--- src/rtl/fetch_unit.sv ---
// rtl/fetch_unit.sv - PC/fetch stage: drives instruction memory, captures IR, resolves BR locally
module fetch_unit #(
  parameter int          IMEM_DEPTH = 256,
  parameter logic [31:0] PC_RESET   = 32'd0
) (
  input  logic        clk,
  input  logic        rst_n,
  input  logic        stall_i,
  input  logic        flush_i,
  input  logic [31:0] flush_target_i,
  output logic [31:0] im_addr_o,
  output logic        im_read_o,
  input  logic [31:0] im_data_i,
  output logic [31:0] ir_o,
  output logic [31:0] ir_pc_o,
  output logic        ir_valid_o,
  output logic        halt_o,
  output logic        pc_oob_o
);

  localparam logic [1:0] ST_RUN   = 2'd0;
  localparam logic [1:0] ST_HALT  = 2'd1;
  localparam logic [1:0] ST_ERROR = 2'd2;

  localparam logic [31:0] DEPTH32   = 32'(IMEM_DEPTH);
  localparam logic [5:0]  OPC_BR    = 6'b110000;

  logic [1:0]  state_q, state_d;
  logic [31:0] pc_q, pc_d;
  logic [31:0] ir_q, ir_d;
  logic [31:0] ir_pc_q, ir_pc_d;
  logic        ir_valid_q, ir_valid_d;

  logic        pc_in_range;
  logic        flush_in_range;
  logic        is_br;
  logic        is_self_loop;
  logic [31:0] br_off;
  logic [31:0] pc_seq;

  // Range checks and branch decode of the word currently returned by memory
  always_comb begin
    pc_in_range    = (pc_q < DEPTH32);
    flush_in_range = (flush_target_i < DEPTH32);
    is_br          = (im_data_i[31:26] == OPC_BR);
    is_self_loop   = &im_data_i[25:0];
    br_off         = {{6{im_data_i[25]}}, im_data_i[25:0]};
    pc_seq         = pc_q + 32'd1;
  end

  // Next-state logic: flush beats stall beats normal fetch
  always_comb begin
    state_d    = state_q;
    pc_d       = pc_q;
    ir_d       = ir_q;
    ir_pc_d    = ir_pc_q;
    ir_valid_d = ir_valid_q;

    if (flush_i) begin
      // Redirect from execute; IR contents are kept but marked dead
      pc_d       = flush_target_i;
      ir_valid_d = 1'b0;
      state_d    = flush_in_range ? ST_RUN : ST_ERROR;
    end else begin
      case (state_q)
        ST_RUN: begin
          if (!pc_in_range) begin
            // A previous redirect left the PC outside memory: no fetch
            state_d    = ST_ERROR;
            ir_valid_d = 1'b0;
          end else if (!stall_i) begin
            // im_data_i is only consumed here, where im_read_o is high
            ir_d       = im_data_i;
            ir_pc_d    = pc_q;
            ir_valid_d = 1'b1;
            if (is_br && is_self_loop) begin
              state_d = ST_HALT;
            end else if (is_br) begin
              pc_d = pc_seq + br_off;
            end else begin
              pc_d = pc_seq;
            end
          end
        end
        ST_HALT: begin
          if (!stall_i) begin
            ir_valid_d = 1'b0;
          end
        end
        ST_ERROR: begin
          ir_valid_d = 1'b0;
        end
        default: begin
          state_d    = ST_ERROR;
          ir_valid_d = 1'b0;
        end
      endcase
    end
  end

  // State registers with asynchronous active-low reset
  always_ff @(posedge clk or negedge rst_n) begin
    if (!rst_n) begin
      state_q    <= ST_RUN;
      pc_q       <= PC_RESET;
      ir_q       <= 32'd0;
      ir_pc_q    <= 32'd0;
      ir_valid_q <= 1'b0;
    end else begin
      state_q    <= state_d;
      pc_q       <= pc_d;
      ir_q       <= ir_d;
      ir_pc_q    <= ir_pc_d;
      ir_valid_q <= ir_valid_d;
    end
  end

  assign im_addr_o  = pc_q;
  assign im_read_o  = (state_q == ST_RUN) && pc_in_range;
  assign ir_o       = ir_q;
  assign ir_pc_o    = ir_pc_q;
  assign ir_valid_o = ir_valid_q;
  assign halt_o     = (state_q == ST_HALT);
  assign pc_oob_o   = (state_q == ST_ERROR);

endmodule

--- config.mk ---
export PLATFORM = sky130hd
export DESIGN_NAME = fetch_unit
export DESIGN_NICKNAME = d
export VERILOG_FILES = /design/src/rtl/fetch_unit.sv
export SDC_FILE = /design/constraint.sdc
export NUM_CORES = 1
export LEC_CHECK = 0
export CAP_MARGIN = 20
export CORE_ASPECT_RATIO = 1.4
export CORE_MARGIN = 5
export CORE_UTILIZATION = 40
export DETAILED_ROUTE_END_ITERATION = 10
export MAX_ROUTING_LAYER = met4
export PLACE_DENSITY = 0.73
export SYNTH_ARGS = -nofsm -noshare
export SYNTH_HDL_FRONTEND = slang
export SYNTH_SLANG_ARGS = --single-unit
--- constraint.sdc ---
create_clock -name clk -period 4.3 [get_ports clk]
set_input_delay 0.43 -clock clk [delete_from_list [all_inputs] [get_ports clk]]
set_output_delay 0.43 -clock clk [all_outputs]
set_load 0.05 [all_outputs]
==> results by stage <==
Timing:
- The minimum period implied by the final worst setup slack is 3.91 ns.
- The slew at the pin with the worst max-slew slack is 0.747 ns.
- The final setup skew is 0.0169 ns.
- After routing, the total negative slack on setup checks comes to 0 ns.
- The number of endpoints with negative hold slack in the final report is 0.
- Dividing the final minimum period by the clock period gives 0.910.
- The minimum hold slack is 0.104 ns.
- Derived from the worst setup path, the maximum achievable clock frequency is 256 MHz.
- Setup violations remaining at the end of the flow were counted as 0.
- Setup repair after global routing left no endpoint under its margin.
- The headroom to the max-slew limit is 0.489.
- The max-slew violation count is 0.

Power:
- The worst ir drop on vdd is 0.000263 V.
- The clock share of power is 0.318.
- The total net switching power is 989 µW.
- The share of total power dissipated in sequential elements is 0.375.
- The share of total power dissipated in combinational logic is 0.306.
- In this run the static leakage power is 3.75 nW.
- Power spread over the standard cell area amounts to 317 nW/µm².
- Of the total power, the share spent switching nets is 0.358.
- Internal power comes to 1.78 mW.

Clock network:
- The clock tree synthesis step divided the H-tree into 3 levels.
- The CTS buffer count is 9.
- Clock-pin slew was measured on the worst setup and hold paths at 0.08 ns.
- The CTS tree is done.
- The post-CTS setup buffer count is 0.
- For the worst-skew pair, the clock arrives at the later sink with an insertion delay of 0.36 ns.
- The maximum number of buffers from clock root to sink is 2.
- The clock sink count is 99.
- The root cell of the clock tree is sky130_fd_sc_hd__clkbuf_16.

Floorplanning:
- In this run the standard cell core region covers 16200 µm².
- The total I/O pin count is 168.
- The number of placement rows is 55.
- For this configuration, the core starts out at a cell density of 0.405.
- The die height is 161 µm.
- The die covers 19100 µm².
- From left edge to right edge, the die measures 118 µm.

Critical path:
- The worst register-to-register path ends at im_addr_o[29].
- The biggest fanout along the worst timing path is 8.
- The timing startpoint of the critical path is im_addr_o[0].
- In this design, the stage delay of the slowest critical-path cell is 0.47 ns.
- The critical path is of the flop to flop type.
- The setup check on the worst reg-to-reg path leaves a slack of 0.39 ns.
- The worst setup path is captured at a flop.
- The capturing element of the worst setup path is im_addr_o[29].
- The critical path goes through ha_1, nand4_1, nor2_1, nand2_1, nor2_1, nand4_1, xnor2_1, ha_1, nand2_1, nor2_1, nand3_1, a2111oi_2, o21ai_1, a21oi_1, mux2i_1, nand3_1.
- The critical path runs through a total of 16 cells.
- The startpoint of the most critical register-to-register path is im_addr_o[0].
- The number of cells on the worst reg-to-reg path is 16.
- At the worst endpoint, the required time is 4.53 ns.
- Among the stages of the critical path, the cell type that occurs most often is sky130_fd_sc_hd__nor2_1.
- STA classifies the critical path startpoint as a flop.
- Among cell families on the critical path, the largest total delay comes from simple AND/OR/NAND/NOR gates.
- The cell with the largest stage delay on the worst path is sky130_fd_sc_hd__dfrtp_1.
- The total buffers and inverters traversed by the critical path is 0.
- The critical path arrival is 4.15 ns.

Synthesis:
- For this run, the number of Yosys warnings is 0.
- After technology mapping, the gate count stands at 704.
- The sequential fraction of the synthesis area is 0.378.
- The proportion of synthesized flip-flops having asynchronous set or reset is 1.00.
- Dividing the synthesized area by the synthesized cell count gives 9.31 µm².
- The number of nets in the synthesized netlist is 815.
- The number of enable flip-flop cells after synthesis is 0.
- After synthesis the netlist holds a flip-flop and latch count of 99.
- The most used flip-flop cell after synthesis is sky130_fd_sc_hd__dfrtp_1.
- In this run the cell area of the synthesized design comes to 6550 µm².
- The number of distinct library cell variants in the gate-level netlist after synthesis is 58.

Run status:
- The flow ran to the end, and the final reports show no timing, DRC or antenna violations.

Detailed routing:
- The routed via count is 5997.
- The detailed-route wire length per cell is 19.1 µm.
- The first detailed-routing pass ran for 5 iterations.
- The wire length reported by the detailed router is 20.4 mm.
- The routed via count divided by cell count is 5.63.
- The post-route DRC violation count is 0.
- In this run, the number of DRC markers left after iteration 0 of detailed routing was 470.
- Once detail routing completed, the nets flagged for antenna violations numbered 0.

Job:
- The number of max-cap violations is 0.

GRT:
- The final global-route overflow total is 0.
- The initial antenna violation count is 0.
- The global-route wire length before repair is 31.7 mm.
- The overall routing resource usage is 0.213.
- Entering global routing, the biggest net connects 52 pins.
- The via count of the first global-routing pass is 6002.

Placement:
- Summed over all nets, the half-perimeter wirelength after detailed placement is 15.8 mm.
- Input and output buffers added on the ports amount to 167.
- The final estimated routing congestion in global placement is 1.01.

Layout:
- In the layout the commonest cells are 165 x sky130_fd_sc_hd__clkdlybuf4s50_1, 99 x sky130_fd_sc_hd__dfrtp_1, 62 x sky130_fd_sc_hd__a21oi_1.
- Compared with the post-synthesis result, the final layout area differs by 33.4%.
- After the last flow step, the layout net total stands at 973.
- The fraction of final layout cells with drive strength greater than 1 is 0.0934.
- 0 antenna diodes ended up in the layout.
- The library cell used most frequently in the layout, excluding fill and tap cells, is sky130_fd_sc_hd__clkdlybuf4s50_1.

Min path:
- The worst hold path class is input pin to asynchronous set/reset pin.
[worst reg2reg max path: stages, from the launching register on]
cell and delay (ns):
sky130_fd_sc_hd__dfrtp_1 0.47, sky130_fd_sc_hd__ha_1 0.24, sky130_fd_sc_hd__nand4_1 0.14, sky130_fd_sc_hd__nor2_1 0.27, sky130_fd_sc_hd__nand2_1 0.12, sky130_fd_sc_hd__nor2_1 0.28, sky130_fd_sc_hd__nand4_1 0.16, sky130_fd_sc_hd__xnor2_1 0.17
sky130_fd_sc_hd__ha_1 0.40, sky130_fd_sc_hd__nand2_1 0.12, sky130_fd_sc_hd__nor2_1 0.19, sky130_fd_sc_hd__nand3_1 0.12, sky130_fd_sc_hd__a2111oi_2 0.39, sky130_fd_sc_hd__o21ai_1 0.20, sky130_fd_sc_hd__a21oi_1 0.21, sky130_fd_sc_hd__mux2i_1 0.21
sky130_fd_sc_hd__nand3_1 0.09
[Yosys cell counts, types with 2 or more instances]
| cell | instances | area share |
|---|---|---|
| sky130_fd_sc_hd__xor2_1 | 15 | 0.020 |
| sky130_fd_sc_hd__nand4_1 | 22 | 0.021 |
| sky130_fd_sc_hd__nand2b_1 | 2 | 0.0019 |
| sky130_fd_sc_hd__o31a_1 | 4 | 0.0053 |
| sky130_fd_sc_hd__and2_1 | 2 | 0.0019 |
| sky130_fd_sc_hd__nand3_1 | 24 | 0.018 |
| sky130_fd_sc_hd__nor2_1 | 52 | 0.030 |
| sky130_fd_sc_hd__o22ai_1 | 2 | 0.0019 |
| sky130_fd_sc_hd__o31ai_1 | 2 | 0.0023 |
| sky130_fd_sc_hd__ha_1 | 42 | 0.080 |
| sky130_fd_sc_hd__mux2i_1 | 15 | 0.023 |
| sky130_fd_sc_hd__mux2_2 | 40 | 0.069 |
| sky130_fd_sc_hd__and4_1 | 2 | 0.0027 |
| sky130_fd_sc_hd__nor4_1 | 11 | 0.011 |
| sky130_fd_sc_hd__o21a_1 | 4 | 0.0046 |
| sky130_fd_sc_hd__o211ai_1 | 4 | 0.0046 |
| sky130_fd_sc_hd__nor2b_1 | 29 | 0.028 |
| sky130_fd_sc_hd__nor4_2 | 2 | 0.0038 |
| sky130_fd_sc_hd__a2111oi_0 | 2 | 0.0027 |
| sky130_fd_sc_hd__nor3_1 | 16 | 0.012 |
| sky130_fd_sc_hd__inv_1 | 22 | 0.013 |
| sky130_fd_sc_hd__a211oi_1 | 12 | 0.014 |
| sky130_fd_sc_hd__dfrtp_1 | 99 | 0.38 |
| sky130_fd_sc_hd__a311oi_1 | 2 | 0.0027 |
| sky130_fd_sc_hd__o221ai_1 | 2 | 0.0027 |
| sky130_fd_sc_hd__o21bai_1 | 9 | 0.010 |
| sky130_fd_sc_hd__clkbuf_1 | 21 | 0.012 |
| sky130_fd_sc_hd__a21o_1 | 13 | 0.015 |
| sky130_fd_sc_hd__xnor2_1 | 36 | 0.048 |
| sky130_fd_sc_hd__o21ai_0 | 31 | 0.024 |
| sky130_fd_sc_hd__or3_1 | 6 | 0.0057 |
| sky130_fd_sc_hd__buf_2 | 8 | 0.0061 |
| sky130_fd_sc_hd__nor4b_1 | 2 | 0.0027 |
| sky130_fd_sc_hd__nand2_1 | 56 | 0.032 |
| sky130_fd_sc_hd__a21oi_1 | 62 | 0.047 |
| sky130_fd_sc_hd__and3_1 | 9 | 0.0086 |
[power by group through the flow]
stage          logic (mW)  registers, mW  clock network (mW)
2_1_floorplan       0.417           1.17                   0
3_3_place_gp        0.834           1.05                   0
3_5_place_dp        0.838           1.05                   0
4_1_cts             0.843           1.04               0.901
5_1_grt             0.913           1.04               0.940
6_report            0.848           1.04               0.880
[layout make-up]
class / instances / area, µm²
clock buffers: 9 / 225
clock inverters: 7 / 92.6
fillers: 1430 / 7430
inverters: 22 / 82.6
multi-input cells: 554 / 3880
flip-flops and latches: 99 / 2480
well taps: 199 / 249
repair buffers: 176 / 1730
[cells by family after synthesis]
kind of cell | synth area share
buf+inv | 0.0307
mux | 0.0917
xor+xnor | 0.0682
fa+ha+maj | 0.0833
simple gates | 0.198
flops | 0.378
compound gates | 0.150
[through the flow]
stage               std cells  total power, mW  instance area, µm²  setup WS (ns)  utilization
finish                   1066             2.77                8740          0.386        0.540
global route             1066             2.90                8740         0.0677        0.540
CTS                      1066             2.78                8730          0.182        0.540
detailed placement       1050             1.89                8410          0.204        0.520
global placement         1050             1.89                8410          0.447        0.520
floorplan                 704             1.59                6550          0.434            -
[layer usage]
layer	share of wire	vias up	track usage
li1	-	2866	-
met1	0.40	2852	0.248
met2	0.50	227	0.359
met3	0.055	52	0.0301
met4	0.045	0	0.106
met5	0	-	-
[how the worst min path moves through the flow]
stage,start,endpoint,cells past startpoint
floorplan,rst_n,im_addr_o[0],0
global route,rst_n,ir_o[17],1
detailed placement,ir_pc_o[28],ir_pc_o[28],1
global placement,ir_pc_o[18],ir_pc_o[18],1
CTS,rst_n,ir_o[20],1
finish,rst_n,im_addr_o[19],1
[flip-flops by register name, summed over array words and instances (netlist names)]
signal / flops
im_addr_o: 32
ir_o: 32
ir_pc_o: 32
ir_valid_o: 1
state_q: 2
[timing repair]
item,CTS,global route
hold buffers,0,0
endpoints found under the setup margin,0,4
resized for setup,0,2
No activity file was read; power rests on OpenSTA's default activity.
